[src/rtl/exe_div_stage_pkg.sv]
// Shared definitions for the EX-stage iterative divider: bypass bus width,
// div_op bit positions, FSM state encoding and a small sign helper.
package exe_div_stage_pkg;

   localparam int EX_BYPASS_LEN = 41;
   localparam int DIV_OP_SIGNED = 1;
   localparam int DIV_OP_REM    = 0;
   localparam int DIV_CNT_W     = 5;

   typedef enum logic [1:0] {
      DIV_IDLE = 2'd0,
      DIV_BUSY = 2'd1,
      DIV_DONE = 2'd2
   } div_state_e;

   // Two's-complement negate when neg is set, pass through otherwise.
   function automatic logic [31:0] neg_if(input logic [31:0] v, input logic neg);
      return neg ? (~v + 32'd1) : v;
   endfunction

endpackage

[src/rtl/exe_div_stage_div_core.sv]
// Unsigned restoring divider: one shift-subtract step per cycle.
// The dividend register shifts quotient bits in from the right, so after the
// last step it holds the quotient while the partial remainder holds the remainder.
module div_core
   import exe_div_stage_pkg::*;
#(
   parameter int DIV_ITER = 32
) (
   input  logic        clk,
   input  logic        resetn,
   input  logic        kill,
   input  logic        start,
   input  logic [31:0] dividend,
   input  logic [31:0] divisor,
   output logic        done,
   output logic [31:0] quotient,
   output logic [31:0] remainder
);

   localparam logic [DIV_CNT_W-1:0] LAST_CNT = DIV_CNT_W'(DIV_ITER - 1);

   logic                 run_q, run_d;
   logic [DIV_CNT_W-1:0] cnt_q, cnt_d;
   logic [31:0]          dvd_q, dvd_d;
   logic [31:0]          rem_q, rem_d;
   logic [31:0]          dsr_q, dsr_d;

   logic [32:0] shifted;
   logic [32:0] diff;
   logic        fits;
   logic [31:0] rem_step;
   logic [31:0] dvd_step;

   // One restoring step plus load/kill control; the step results double as
   // the final quotient/remainder on the cycle done is raised.
   always_comb begin
      run_d    = run_q;
      cnt_d    = cnt_q;
      dvd_d    = dvd_q;
      rem_d    = rem_q;
      dsr_d    = dsr_q;
      shifted  = {rem_q, dvd_q[31]};
      diff     = shifted - {1'b0, dsr_q};
      fits     = ~diff[32];
      rem_step = fits ? diff[31:0] : shifted[31:0];
      dvd_step = {dvd_q[30:0], fits};
      done     = run_q & (cnt_q == LAST_CNT);
      if (kill) begin
         run_d = 1'b0;
         cnt_d = '0;
      end else if (start) begin
         run_d = 1'b1;
         cnt_d = '0;
         dvd_d = dividend;
         rem_d = 32'd0;
         dsr_d = divisor;
      end else if (run_q) begin
         dvd_d = dvd_step;
         rem_d = rem_step;
         cnt_d = done ? '0 : cnt_q + 1'b1;
         if (done) begin
            run_d = 1'b0;
         end
      end
   end

   assign quotient  = dvd_step;
   assign remainder = rem_step;

   // Datapath and counter registers with synchronous active-low reset.
   always_ff @(posedge clk) begin
      if (!resetn) begin
         run_q <= 1'b0;
         cnt_q <= '0;
         dvd_q <= 32'd0;
         rem_q <= 32'd0;
         dsr_q <= 32'd0;
      end else begin
         run_q <= run_d;
         cnt_q <= cnt_d;
         dvd_q <= dvd_d;
         rem_q <= rem_d;
         dsr_q <= dsr_d;
      end
   end

endmodule

[src/rtl/exe_div_stage.sv]
// EX-slot wrapper for DIV/MOD: ID/MEM handshake, sign handling around the
// unsigned core, divide-by-zero shortcut and the EX bypass bus that stalls
// dependent readers while the divide is still iterating.
module exe_div_stage
   import exe_div_stage_pkg::*;
#(
   parameter int DIV_ITER = 32
) (
   input  logic                     clk,
   input  logic                     resetn,
   input  logic                     flush,
   input  logic                     id_valid,
   output logic                     ex_allowin,
   input  logic [1:0]               div_op,
   input  logic [31:0]              src1,
   input  logic [31:0]              src2,
   input  logic [4:0]               id_rf_waddr,
   input  logic                     id_rf_we,
   output logic                     ex_to_mem_valid,
   input  logic                     mem_allowin,
   output logic [31:0]              ex_result,
   output logic [4:0]               ex_rf_waddr,
   output logic                     ex_rf_we,
   output logic [EX_BYPASS_LEN-1:0] EX_bypass_bus
);

   div_state_e  state_q, state_d;
   logic [1:0]  op_q, op_d;
   logic [4:0]  waddr_q, waddr_d;
   logic        we_q, we_d;
   logic        q_neg_q, q_neg_d;
   logic        r_neg_q, r_neg_d;
   logic [31:0] result_q, result_d;

   logic        sign1, sign2;
   logic [31:0] mag1, mag2;
   logic        div_zero;
   logic        accept;
   logic        core_start;
   logic        core_done;
   logic [31:0] core_q, core_r;
   logic [31:0] final_res;

   div_core #(
      .DIV_ITER (DIV_ITER)
   ) u_core (
      .clk       (clk),
      .resetn    (resetn),
      .kill      (flush),
      .start     (core_start),
      .dividend  (mag1),
      .divisor   (mag2),
      .done      (core_done),
      .quotient  (core_q),
      .remainder (core_r)
   );

   // Next-state, operand latching and result capture; flush overrides all.
   always_comb begin
      state_d    = state_q;
      op_d       = op_q;
      waddr_d    = waddr_q;
      we_d       = we_q;
      q_neg_d    = q_neg_q;
      r_neg_d    = r_neg_q;
      result_d   = result_q;
      core_start = 1'b0;
      sign1      = div_op[DIV_OP_SIGNED] & src1[31];
      sign2      = div_op[DIV_OP_SIGNED] & src2[31];
      mag1       = neg_if(src1, sign1);
      mag2       = neg_if(src2, sign2);
      div_zero   = (src2 == 32'd0);
      ex_allowin = ~flush & ((state_q == DIV_IDLE) |
                             ((state_q == DIV_DONE) & mem_allowin));
      accept     = id_valid & ex_allowin;
      final_res  = op_q[DIV_OP_REM] ? neg_if(core_r, r_neg_q)
                                    : neg_if(core_q, q_neg_q);
      if (flush) begin
         state_d = DIV_IDLE;
         we_d    = 1'b0;
      end else if (accept) begin
         op_d       = div_op;
         waddr_d    = id_rf_waddr;
         we_d       = id_rf_we;
         q_neg_d    = sign1 ^ sign2;
         r_neg_d    = sign1;
         core_start = ~div_zero;
         if (div_zero) begin
            state_d  = DIV_DONE;
            result_d = div_op[DIV_OP_REM] ? src1 : 32'hFFFF_FFFF;
         end else begin
            state_d = DIV_BUSY;
         end
      end else begin
         case (state_q)
            DIV_IDLE: state_d = DIV_IDLE;
            DIV_BUSY: begin
               if (core_done) begin
                  state_d  = DIV_DONE;
                  result_d = final_res;
               end
            end
            DIV_DONE: begin
               if (mem_allowin) begin
                  state_d = DIV_IDLE;
               end
            end
            default:  state_d = DIV_IDLE;
         endcase
      end
   end

   // State and latched-operation registers with synchronous active-low reset.
   always_ff @(posedge clk) begin
      if (!resetn) begin
         state_q  <= DIV_IDLE;
         op_q     <= 2'b00;
         waddr_q  <= 5'd0;
         we_q     <= 1'b0;
         q_neg_q  <= 1'b0;
         r_neg_q  <= 1'b0;
         result_q <= 32'd0;
      end else begin
         state_q  <= state_d;
         op_q     <= op_d;
         waddr_q  <= waddr_d;
         we_q     <= we_d;
         q_neg_q  <= q_neg_d;
         r_neg_q  <= r_neg_d;
         result_q <= result_d;
      end
   end

   assign ex_to_mem_valid = (state_q == DIV_DONE) & ~flush;
   assign ex_result       = result_q;
   assign ex_rf_waddr     = waddr_q;
   assign ex_rf_we        = we_q;
   assign EX_bypass_bus   = {1'b0,
                             waddr_q,
                             (state_q != DIV_IDLE) & we_q,
                             (state_q == DIV_BUSY),
                             1'b0,
                             (state_q == DIV_DONE) ? result_q : 32'd0};

endmodule

[config.mk]
export PLATFORM = sky130hd
export DESIGN_NAME = exe_div_stage
export DESIGN_NICKNAME = d
export VERILOG_FILES = /design/src/rtl/exe_div_stage_pkg.sv /design/src/rtl/exe_div_stage_div_core.sv /design/src/rtl/exe_div_stage.sv
export SDC_FILE = /design/constraint.sdc
export NUM_CORES = 1
export LEC_CHECK = 0
export ABC_AREA = 1
export CAP_MARGIN = 20
export CORE_UTILIZATION = 30
export CTS_BUF_LIST = sky130_fd_sc_hd__clkbuf_8 sky130_fd_sc_hd__clkbuf_16
export CTS_CLUSTER_DIAMETER = 80
export DETAILED_ROUTE_END_ITERATION = 7
export HOLD_SLACK_MARGIN = 0.1
export PLACE_DENSITY = 0.55
export SYNTH_ARGS = -nofsm -noshare
export SYNTH_HDL_FRONTEND = slang
export SYNTH_SLANG_ARGS = --single-unit
[constraint.sdc]
create_clock -name clk -period 5.45 [get_ports clk]
set_input_delay 1.3625 -clock clk [delete_from_list [all_inputs] [get_ports clk]]
set_output_delay 1.3625 -clock clk [all_outputs]
set_load 0.01 [all_outputs]
==> results.json, run 1 <==
{
  "setup_viol": 0,
  "nNetsFinal": 2414,
  "routedWlPerCell_um": 17.46,
  "crit_fanout": 6,
  "start_kind": "flop",
  "cts-root-buf": "clkbuf_16",
  "grt_max_degree": 89,
  "reg2reg_depth": 29,
  "initial_utilization_pct": 30.57,
  "firstDrtPassIters": 5,
  "synth_mux_area_share_pct": 0,
  "ys_async_sr_fraction_pct": 0,
  "hp-class": "reg -> reg",
  "slowest_stage": "fa_1",
  "drcViolationCount": 0,
  "core_mm2": 0.04213,
  "end_kind": "flop",
  "p_per_area_mw_per_mm2": 209.6,
  "ios": 158,
  "rsz0062_at_grt": "false",
  "synth_compound_area_share_pct": 18.04,
  "layout-drive-gt1-share_pct": 6.491,
  "ys_ff_latch": 145,
  "place_hpwl_um": 39190,
  "cts_sinks": 145,
  "p_total_w": 0.003231,
  "clock_path_buffers": 2,
  "relSlewSlack_pct": 24.73,
  "yosysSeqAreaShare_pct": 22.53,
  "synthToLayoutAreaGrowth_pct": 19.65,
  "grt_pass1_vias": 13060,
  "synthTopCellsByArea": "dfxtp_1 23%, nand2_1 18%, inv_1 8.3%, nor2_1 6.9%, a21oi_1 6.9%",
  "power_leakage_nw": 7.102,
  "status": "finished clean",
  "io_buffer_count": 155,
  "antenna_left": 0,
  "synth_edf_count": 0,
  "max_freq_mhz": 220.1,
  "diodes": 0,
  "die_area_mm2": 0.04377,
  "synth_fa_ha_area_share_pct": 3.846,
  "crit_top_cell": "nand2_1",
  "path_buf_inv": 2,
  "multi_input_area_mm2": 0.008437,
  "vdd_drop_max_mv": 0.2344,
  "grt_overflow": 0,
  "holdPathStages": 2,
  "synth_top_area_share_pct": 22.53,
  "syn_area_mm2": 0.01288,
  "cp_top_family": "simple AND/OR/NAND/NOR gates",
  "synth_top_cell_by_area": "dfxtp_1",
  "vias": 14320,
  "antenna_found_initial": 0,
  "timing.final.crit_period_ns": 4.542,
  "grt.total_usage_pct": 22.76,
  "drtIter0Drc": 1178,
  "yosysWarnings": 0,
  "synth_top_family_by_area": "simple AND/OR/NAND/NOR gates",
  "crit_required_ns": 5.74,
  "arrival_ns": 4.83,
  "clk_latency_ns": 0.45,
  "gp_congestion": 0.9185,
  "cts_setup_buffers": 0,
  "final-max-slew-violation-count": 0,
  "cpPeakStageDelay_ns": 0.39,
  "syn-mean-instance-area_um2": 5.872,
  "ctsHoldBuffers": 0,
  "clkSlewWorstSetupHoldPaths_ns": 0.07,
  "skew_ns": 0.01040,
  "tightest_slew_ns": 1.129,
  "register_area_mm2": 0.002903,
  "cts_resized": 0,
  "cts.htree.levels": 4,
  "core.rowCount": 75,
  "die_y_um": 209.2,
  "crit_type": "reg -> reg",
  "ys_types": 57,
  "cts_tree": "done",
  "cp.depth": 29,
  "maxCapViolations": 0,
  "netlist_instances": 2194,
  "nFillCells": 4624,
  "synthXorXnorAreaFrac_pct": 6.323,
  "synthFlopType": "dfxtp_1",
  "final-hold-violation-count": 0,
  "tns_ns": 0,
  "grt_pass1_wl_um": 76290,
  "drt-vias-per-instance": 5.024,
  "drt-total-wl_um": 49770,
  "dieWidth_um": 209.2,
  "fin_crit_sh_pct": 83.35,
  "synthSimpleGateAreaFrac_pct": 37.09,
  "cts_buffers": 17
}
==> power by group <==
part           leakage, nW  total (W)  switching, W  internal, W
clock                0.281    0.00119      0.000526     0.000659
combinational         5.64   0.000903      0.000597     0.000305
sequential            1.18    0.00114     0.0000407      0.00110
==> placed cells by master, fill, tap and decap left out, types with 10 or more instances in the layout <==
| cell type | synthesis | layout |
|---|---|---|
| a211oi_1 | 14 | 14 |
| a21oi_1 | 177 | 176 |
| a31oi_1 | 10 | 10 |
| buf_4 | 8 | 20 |
| clkbuf_16 | 0 | 17 |
| clkdlybuf4s50_1 | 0 | 155 |
| dfxtp_1 | 145 | 145 |
| ha_1 | 38 | 38 |
| inv_1 | 285 | 283 |
| inv_2 | 12 | 12 |
| nand2_1 | 632 | 632 |
| nand2_2 | 28 | 28 |
| nand3_1 | 115 | 115 |
| nand4_1 | 22 | 22 |
| nor2_1 | 237 | 236 |
| nor2_2 | 10 | 11 |
| nor3_1 | 27 | 27 |
| o211ai_1 | 19 | 19 |
| o21ai_0 | 129 | 129 |
| o21ai_1 | 22 | 21 |
| xnor2_1 | 24 | 24 |
| xor2_1 | 69 | 69 |
==> metrics by stage <==
stage               instances  util [%]  area [um2]  setup WS, ns  hold slack [ns]
floorplan                2195         -       12890         1.649           0.4353
finish                   2850     36.58       15410        0.9076           0.4699
global placement         2818     35.21       14840        0.8154           0.4577
global route             2850     36.58       15410        0.5387           0.4798
CTS                      2850     36.58       15410        0.9818           0.4686
detailed placement       2818     35.21       14840        0.7811           0.4571
==> worst register-to-register path, delay by kind of cell, from the launching register on <==
family,cells,cell delay (ns)
flops,1,0.30
xor+xnor,1,0.07
fa+ha+maj,3,0.78
simple gates,19,2.48
compound gates,4,0.52
buf+inv,2,0.25
==> cells in the mapped netlist, types with 6 or more instances <==
library cell / count
nand4_1: 22
nand3_1: 115
inv_2: 12
a31oi_1: 10
nand2_4: 8
a21oi_1: 177
a211oi_1: 14
ha_1: 38
nand2_1: 632
dfxtp_1: 145
nor2_1: 237
o21ai_1: 22
nor3_1: 27
o221ai_1: 6
o211ai_1: 19
nor2_2: 10
nand2_2: 28
buf_2: 13
a21oi_2: 6
xnor2_1: 24
clkbuf_1: 56
nand3b_1: 6
buf_1: 8
inv_1: 285
buf_4: 8
nor4_1: 8
xor2_1: 69
o21ai_0: 129
==> registers in the layout, indices dropped and copies added (netlist names) <==
name and cells:
ex_result 32, u_core.dsr_q 32, u_core.dvd_q 32, u_core.rem_q 32, ex_rf_waddr 5, u_core.cnt_q 5, state_q 2, ex_rf_we 1
op_q 1, q_neg_q 1, r_neg_q 1, u_core.run_q 1
==> logic make-up after synthesis <==
family,count (synthesis)
flops,145
xor+xnor,93
simple gates,1116
compound gates,411
buf+inv,389
other cells,1
fa+ha+maj,39
==> path summary, 6_finish.rpt <==
| check | startpoint | end | slack [ns] |
|---|---|---|---|
| worst max-delay path | u_core.dvd_q[31]$_SDFFE_PN0P_ | ex_result[30]$_SDFFE_PN0P_ | 0.91 |
| worst min-delay path | r_neg_q$_SDFFE_PN0P_ | r_neg_q$_SDFFE_PN0P_ | 0.47 |
| worst max register to register | u_core.dvd_q[31]$_SDFFE_PN0P_ | ex_result[30]$_SDFFE_PN0P_ | 0.91 |
| worst min register to register | r_neg_q$_SDFFE_PN0P_ | r_neg_q$_SDFFE_PN0P_ | 0.47 |
==> area by class of cell <==
class | instances | area share (%)
Sequential cell | 145 | 18.83
Clock buffer | 19 | 2.939
Tap cell | 539 | 4.375
Clock inverter | 13 | 0.8118
Multi-Input combinational cell | 1661 | 54.74
Timing Repair Buffer | 175 | 11.04
Inverter | 298 | 7.265
==> layer usage <==
metal / wire, um / global-route usage (%) / up-vias
met5: 0 / 0 / -
met4: 1236 / 7.733 / 0
met3: 3452 / 3.847 / 54
met2: 21940 / 35.33 / 452
met1: 23150 / 31.66 / 6605
li1: - / - / 7208
No activity file was read; power rests on OpenSTA's default activity.
==> run 2: changes to the inputs <==
- PLACE_DENSITY: 0.55 -> 0.57
- clock period: 5.45 -> 3.7 ns (I/O delays scaled with it)
==> run 2 against run 1 <==
Compared with the run above: combinational power up 75%; count of clock-buffer cells in the layout decreased by 2; fmax up 23%; highest routed layer unchanged; sequential power up 47%; critical path type unchanged; critical endpoint is now ex_result[22]$_SDFFE_PN0P_; final cell count increased by 8.1%; hold slack worse by 0.00077 ns; setup slack got worse by 0.89 ns; cell area up 14%; power grew 57%.
==> results.json, run 2 (synthesized netlist as in run 1, its figures left out) <==
{
  "status": "finished clean",
  "die_area_mm2": 0.04377,
  "firstDrtPassIters": 6,
  "drcViolationCount": 0,
  "rsz0062_at_grt": "true",
  "p_per_area_mw_per_mm2": 289.0,
  "io_buffer_count": 155,
  "cts-root-buf": "clkbuf_16",
  "setup_viol": 0,
  "cpPeakStageDelay_ns": 0.38,
  "power_leakage_nw": 8.313,
  "hp-start": "u_core.dsr_q[31]$_SDFFE_PN0P_",
  "initial_utilization_pct": 30.57,
  "grt_overflow": 0,
  "tns_ns": 0,
  "diodes": 0,
  "p_total_w": 0.005085,
  "holdPathStages": 2,
  "cp.depth": 29,
  "skew_ns": 0.01373,
  "max_freq_mhz": 271.7,
  "clk_latency_ns": 0.46,
  "cts.htree.levels": 4,
  "dieWidth_um": 209.2,
  "tightest_slew_ns": 1.135,
  "cp_top_family": "simple AND/OR/NAND/NOR gates",
  "grt_pass1_vias": 14190,
  "ctsHoldBuffers": 0,
  "slowest_stage": "fa_2",
  "layout_commonest_cell": "nand2_1",
  "fin_crit_sh_pct": 99.48,
  "routedWlPerCell_um": 17.24,
  "ios": 158,
  "layout_common_cells": "617 x nand2_1, 282 x inv_1, 243 x buf_4, 226 x nor2_1, 173 x a21oi_1",
  "final-max-slew-violation-count": 0,
  "die_y_um": 209.2,
  "cts_buffers": 17,
  "grt_pass1_wl_um": 81200,
  "place_hpwl_um": 42580,
  "clock_path_buffers": 2,
  "antenna_left": 0,
  "crit_fanout": 3,
  "clkSlewWorstSetupHoldPaths_ns": 0.07,
  "rr_startpoint": "u_core.dvd_q[31]$_SDFFE_PN0P_",
  "start_kind": "flop",
  "path_buf_inv": 4,
  "drtIter0Drc": 1457,
  "vias": 15340,
  "vdd_drop_max_mv": 0.2377,
  "cp-startpoint": "u_core.dvd_q[31]$_SDFFE_PN0P_",
  "synthToLayoutAreaGrowth_pct": 36.59,
  "crit_type": "reg -> reg",
  "drt-vias-per-instance": 4.977,
  "crit_required_ns": 4.10,
  "layout-drive-gt1-share_pct": 17.18,
  "end_kind": "flop",
  "core_mm2": 0.04213,
  "grt.total_usage_pct": 24.12,
  "final-hold-violation-count": 0,
  "maxCapViolations": 0,
  "antenna_found_initial": 0,
  "nNetsFinal": 2647,
  "hp-class": "reg -> reg",
  "reg2reg_depth": 29,
  "timing.final.crit_period_ns": 3.681,
  "drt-total-wl_um": 53120,
  "gp_congestion": 0.9696,
  "core.rowCount": 75,
  "crit_top_cell": "nand2_2",
  "grt_max_degree": 70,
  "relSlewSlack_pct": 24.24,
  "cts_sinks": 145,
  "cts_tree": "done",
  "r2r_slack_ns": 0.02,
  "arrival_ns": 4.08
}
[run 2: metal layers]
| layer | vias up | part of all wire (%) | track usage, % |
|---|---|---|---|
| li1 | 7680 | - | - |
| met1 | 7054 | 47 | 34.32 |
| met2 | 537 | 44 | 37.23 |
| met3 | 68 | 6.9 | 4.088 |
| met4 | 0 | 2.1 | 6.542 |
| met5 | - | 0 | 0 |
[run 2: cell type report]
class,instances,area [um2]
clock buffers,17,425.4
clock inverters,14,166.4
fillers,4481,24540
inverters,298,1122
multi-input cells,1661,8732
flip-flops and latches,145,2908
well taps,539,674.4
repair buffers,408,3567
[run 2: worst reg2reg max path, delay by kind of cell (launching register included)]
family                     cells  cell delay, ns
AOI/OAI and AO/OA              3            0.29
xor gates and xnor gates       1            0.14
adders and majority gates      3            0.66
buffers and inverters          4            0.34
DFF                            1            0.32
and+or+nand+nor               18            1.87
[run 2: final timing paths]
| check | end |
|---|---|
| setup / recovery | ex_result[22]$_SDFFE_PN0P_ |
| hold / removal | u_core.dsr_q[31]$_SDFFE_PN0P_ |
| setup reg to reg | ex_result[22]$_SDFFE_PN0P_ |
| hold reg to reg | u_core.dsr_q[31]$_SDFFE_PN0P_ |
[run 2: where the power goes]
part	switching (W)	total [W]	internal, W
sequential	0.0000600	0.00168	0.00162
clock	0.000769	0.00182	0.00105
combinational	0.000944	0.00158	0.000634
total	0.00177	0.00509	0.00331
[run 2: repair_timing]
item	in CTS	in global routing
pin swaps	3	35
setup buffers	8	13
gates resized for setup	8	70
endpoints found under the setup margin	13	60
[run 2: stage by stage]
stage | hold WS (ns) | instance area (um2) | cells | util, % | setup slack [ns]
after floorplan | 0.4353 | 12890 | 2195 | - | 0.01509
after global placement | 0.4562 | 16520 | 3031 | 39.22 | -0.4077
after detailed placement | 0.4619 | 16520 | 3031 | 39.22 | -0.5195
after CTS | 0.4715 | 17200 | 3070 | 40.82 | -0.06559
after global routing | 0.4941 | 17600 | 3082 | 41.76 | -0.1709
final | 0.4691 | 17600 | 3082 | 41.76 | 0.01940
==> run 3: changes to the inputs <==
- ABC_CLOCK_PERIOD_IN_PS: default -> 4500
- PLACE_DENSITY: 0.57 -> 0.55
- SETUP_SLACK_MARGIN: default -> 0.15
- clock period: 3.7 -> 4.5 ns (I/O delays scaled with it)
==> run 3 against run 2 <==
Compared with the run above: cell area decreased by 9.9%; combinational power decreased by 28%; first-iteration DRC count decreased by 8.5%; via count down 5.8%; sequential cell count is the same; final cell count is 6.7% lower; hold slack better by 0.0033 ns.
==> results.json, run 3 (synthesized netlist as in run 1, its figures left out) <==
{
  "status": "finished clean",
  "layout_common_cells": "628 x nand2_1, 282 x inv_1, 231 x nor2_1, 173 x a21oi_1, 155 x clkdlybuf4s50_1",
  "firstDrtPassIters": 6,
  "setup_viol": 0,
  "grt_pass1_vias": 13270,
  "register_area_mm2": 0.002904,
  "grt_pass1_wl_um": 79080,
  "vias": 14450,
  "p_total_w": 0.004219,
  "antenna_found_initial": 0,
  "hp-class": "reg -> reg",
  "grt_overflow": 0,
  "clk_latency_ns": 0.46,
  "dp_cells": 2843,
  "max_freq_mhz": 247.0,
  "whs_ns": 0.4724,
  "grt_max_degree": 70,
  "crit_type": "in -> reg",
  "cts-root-buf": "clkbuf_16",
  "multi_input_area_mm2": 0.008547,
  "relSlewSlack_pct": 50.12,
  "core.rowCount": 75,
  "drtIter0Drc": 1333,
  "layout-drive-gt1-share_pct": 8.597,
  "fin_crit_sh_pct": 89.98,
  "arrival_ns": 4.35,
  "post-place-ws_ns": -0.02559,
  "synthToLayoutAreaGrowth_pct": 23.08,
  "die_y_um": 209.2,
  "io_buffer_count": 155,
  "cpPeakStageDelay_ns": 0.55,
  "cts_buffers": 17,
  "antenna_left": 0,
  "crit_fanout": 4,
  "end_kind": "flop",
  "gp_congestion": 0.9449,
  "routedWlPerCell_um": 17.90,
  "layout_commonest_cell": "nand2_1",
  "diodes": 0,
  "cts_tree": "done",
  "final-max-slew-violation-count": 0,
  "final-hold-violation-count": 0,
  "drt-total-wl_um": 51490,
  "core_mm2": 0.04213,
  "nNetsFinal": 2441,
  "cts.htree.levels": 4,
  "die_area_mm2": 0.04377,
  "timing.final.crit_period_ns": 4.049,
  "vdd_drop_max_mv": 0.3173,
  "crit_required_ns": 4.80,
  "maxCapViolations": 0,
  "path_buf_inv": 2,
  "start_kind": "primary input",
  "initial_utilization_pct": 30.57,
  "place_hpwl_um": 41290,
  "tightest_slew_ns": 0.7471,
  "grt.total_usage_pct": 23.71,
  "path_cells": "clkdlybuf4s50_1, nor2_1, nand2_1, nor3_1, nand2_1, nor2_1, nand3_1, nor3_1, buf_4, nand4_1, nor2_1, nand3_1, nor2_1, nand3_1, nand2_1, nand3_1, a221oi_1",
  "drcViolationCount": 0,
  "skew_ns": 0.008944,
  "ctsHoldBuffers": 0,
  "final_cells": 2877,
  "dieWidth_um": 209.2,
  "clkSlewWorstSetupHoldPaths_ns": 0.07,
  "p_per_area_mw_per_mm2": 266.1,
  "cts_sinks": 145,
  "slowest_stage": "clkdlybuf4s50_1",
  "setup_ws_ns": 0.4509,
  "cp_top_family": "simple AND/OR/NAND/NOR gates",
  "nFillCells": 4536,
  "power_leakage_nw": 7.285,
  "ios": 158,
  "clock_path_buffers": 2,
  "rsz0062_at_grt": "true",
  "drt-vias-per-instance": 5.023
}
## run 3: cell types whose count changed in the layout (fill, tap and decap cells not counted), moves of 4 or more
cell,before,now
buf_12,9,2
buf_4,243,45
ha_4,10,5
nand2_1,617,628
nand2_2,39,32
nand2_4,12,8
nor2_1,226,231
nor2_2,21,16
o21ai_0,119,125
o21ai_2,12,6
## run 3: layout make-up
cell class,count,area share (%)
Multi-Input combinational cell,1661,53.91
Sequential cell,145,18.32
Timing Repair Buffer,202,12.17
Inverter,298,7.063
Tap cell,539,4.253
Clock buffer,17,2.683
Clock inverter,15,1.610
## run 3: stage by stage
| step | util [%] | instance area [um2] | TNS, ns |
|---|---|---|---|
| finish | 37.63 | 15860 | 0 |
| detailed placement | 35.71 | 15050 | -0.02559 |
| floorplan | - | 12890 | 0 |
| global route | 37.63 | 15860 | 0 |
| CTS | 37.33 | 15730 | 0 |
| global placement | 35.71 | 15050 | -0.01372 |
## run 3: path summary, 6_finish.rpt
path	from	endpoint	slack, ns	depth (start not counted)
worst max-delay path	src1[1]	u_core.dvd_q[31]$_SDFFE_PN0P_	0.45	17
worst min-delay path	u_core.cnt_q[4]$_SDFFE_PP0P_	u_core.cnt_q[4]$_SDFFE_PP0P_	0.47	2
worst max register to register	u_core.dsr_q[27]$_SDFFE_PN0P_	ex_result[17]$_SDFFE_PN0P_	0.52	20
worst min register to register	u_core.cnt_q[4]$_SDFFE_PP0P_	u_core.cnt_q[4]$_SDFFE_PP0P_	0.47	2
## run 3: tightest hold or removal path, delay by kind of cell, from the launching register on
kind             cells  cell delay, ns
flip-flops           1            0.31
AO/OA/AOI/OAI        1            0.05
AND/OR/NAND/NOR      1            0.06
## run 3: timing repair
item,4_1_cts,5_1_grt
setup buffers,0,2
resized for setup,0,31
endpoints found under the setup margin,0,11
## run 3: power by group
group / total (W) / internal (W) / switching [W]
Combinational: 0.00113 / 0.000391 / 0.000742
Clock: 0.00170 / 0.00105 / 0.000655
Sequential: 0.00138 / 0.00133 / 0.0000488
## run 3: per-layer routing
metal / routed length (um) / part of all wire, % / global-route usage (%) / vias up
met1: 24430 / 47 / 33.69 / 6698
met2: 22620 / 44 / 36.57 / 427
li1: - / - / - / 7277
met3: 3526 / 6.8 / 3.983 / 48
met5: 0 / 0 / 0 / -
met4: 910 / 1.8 / 6.618 / 0
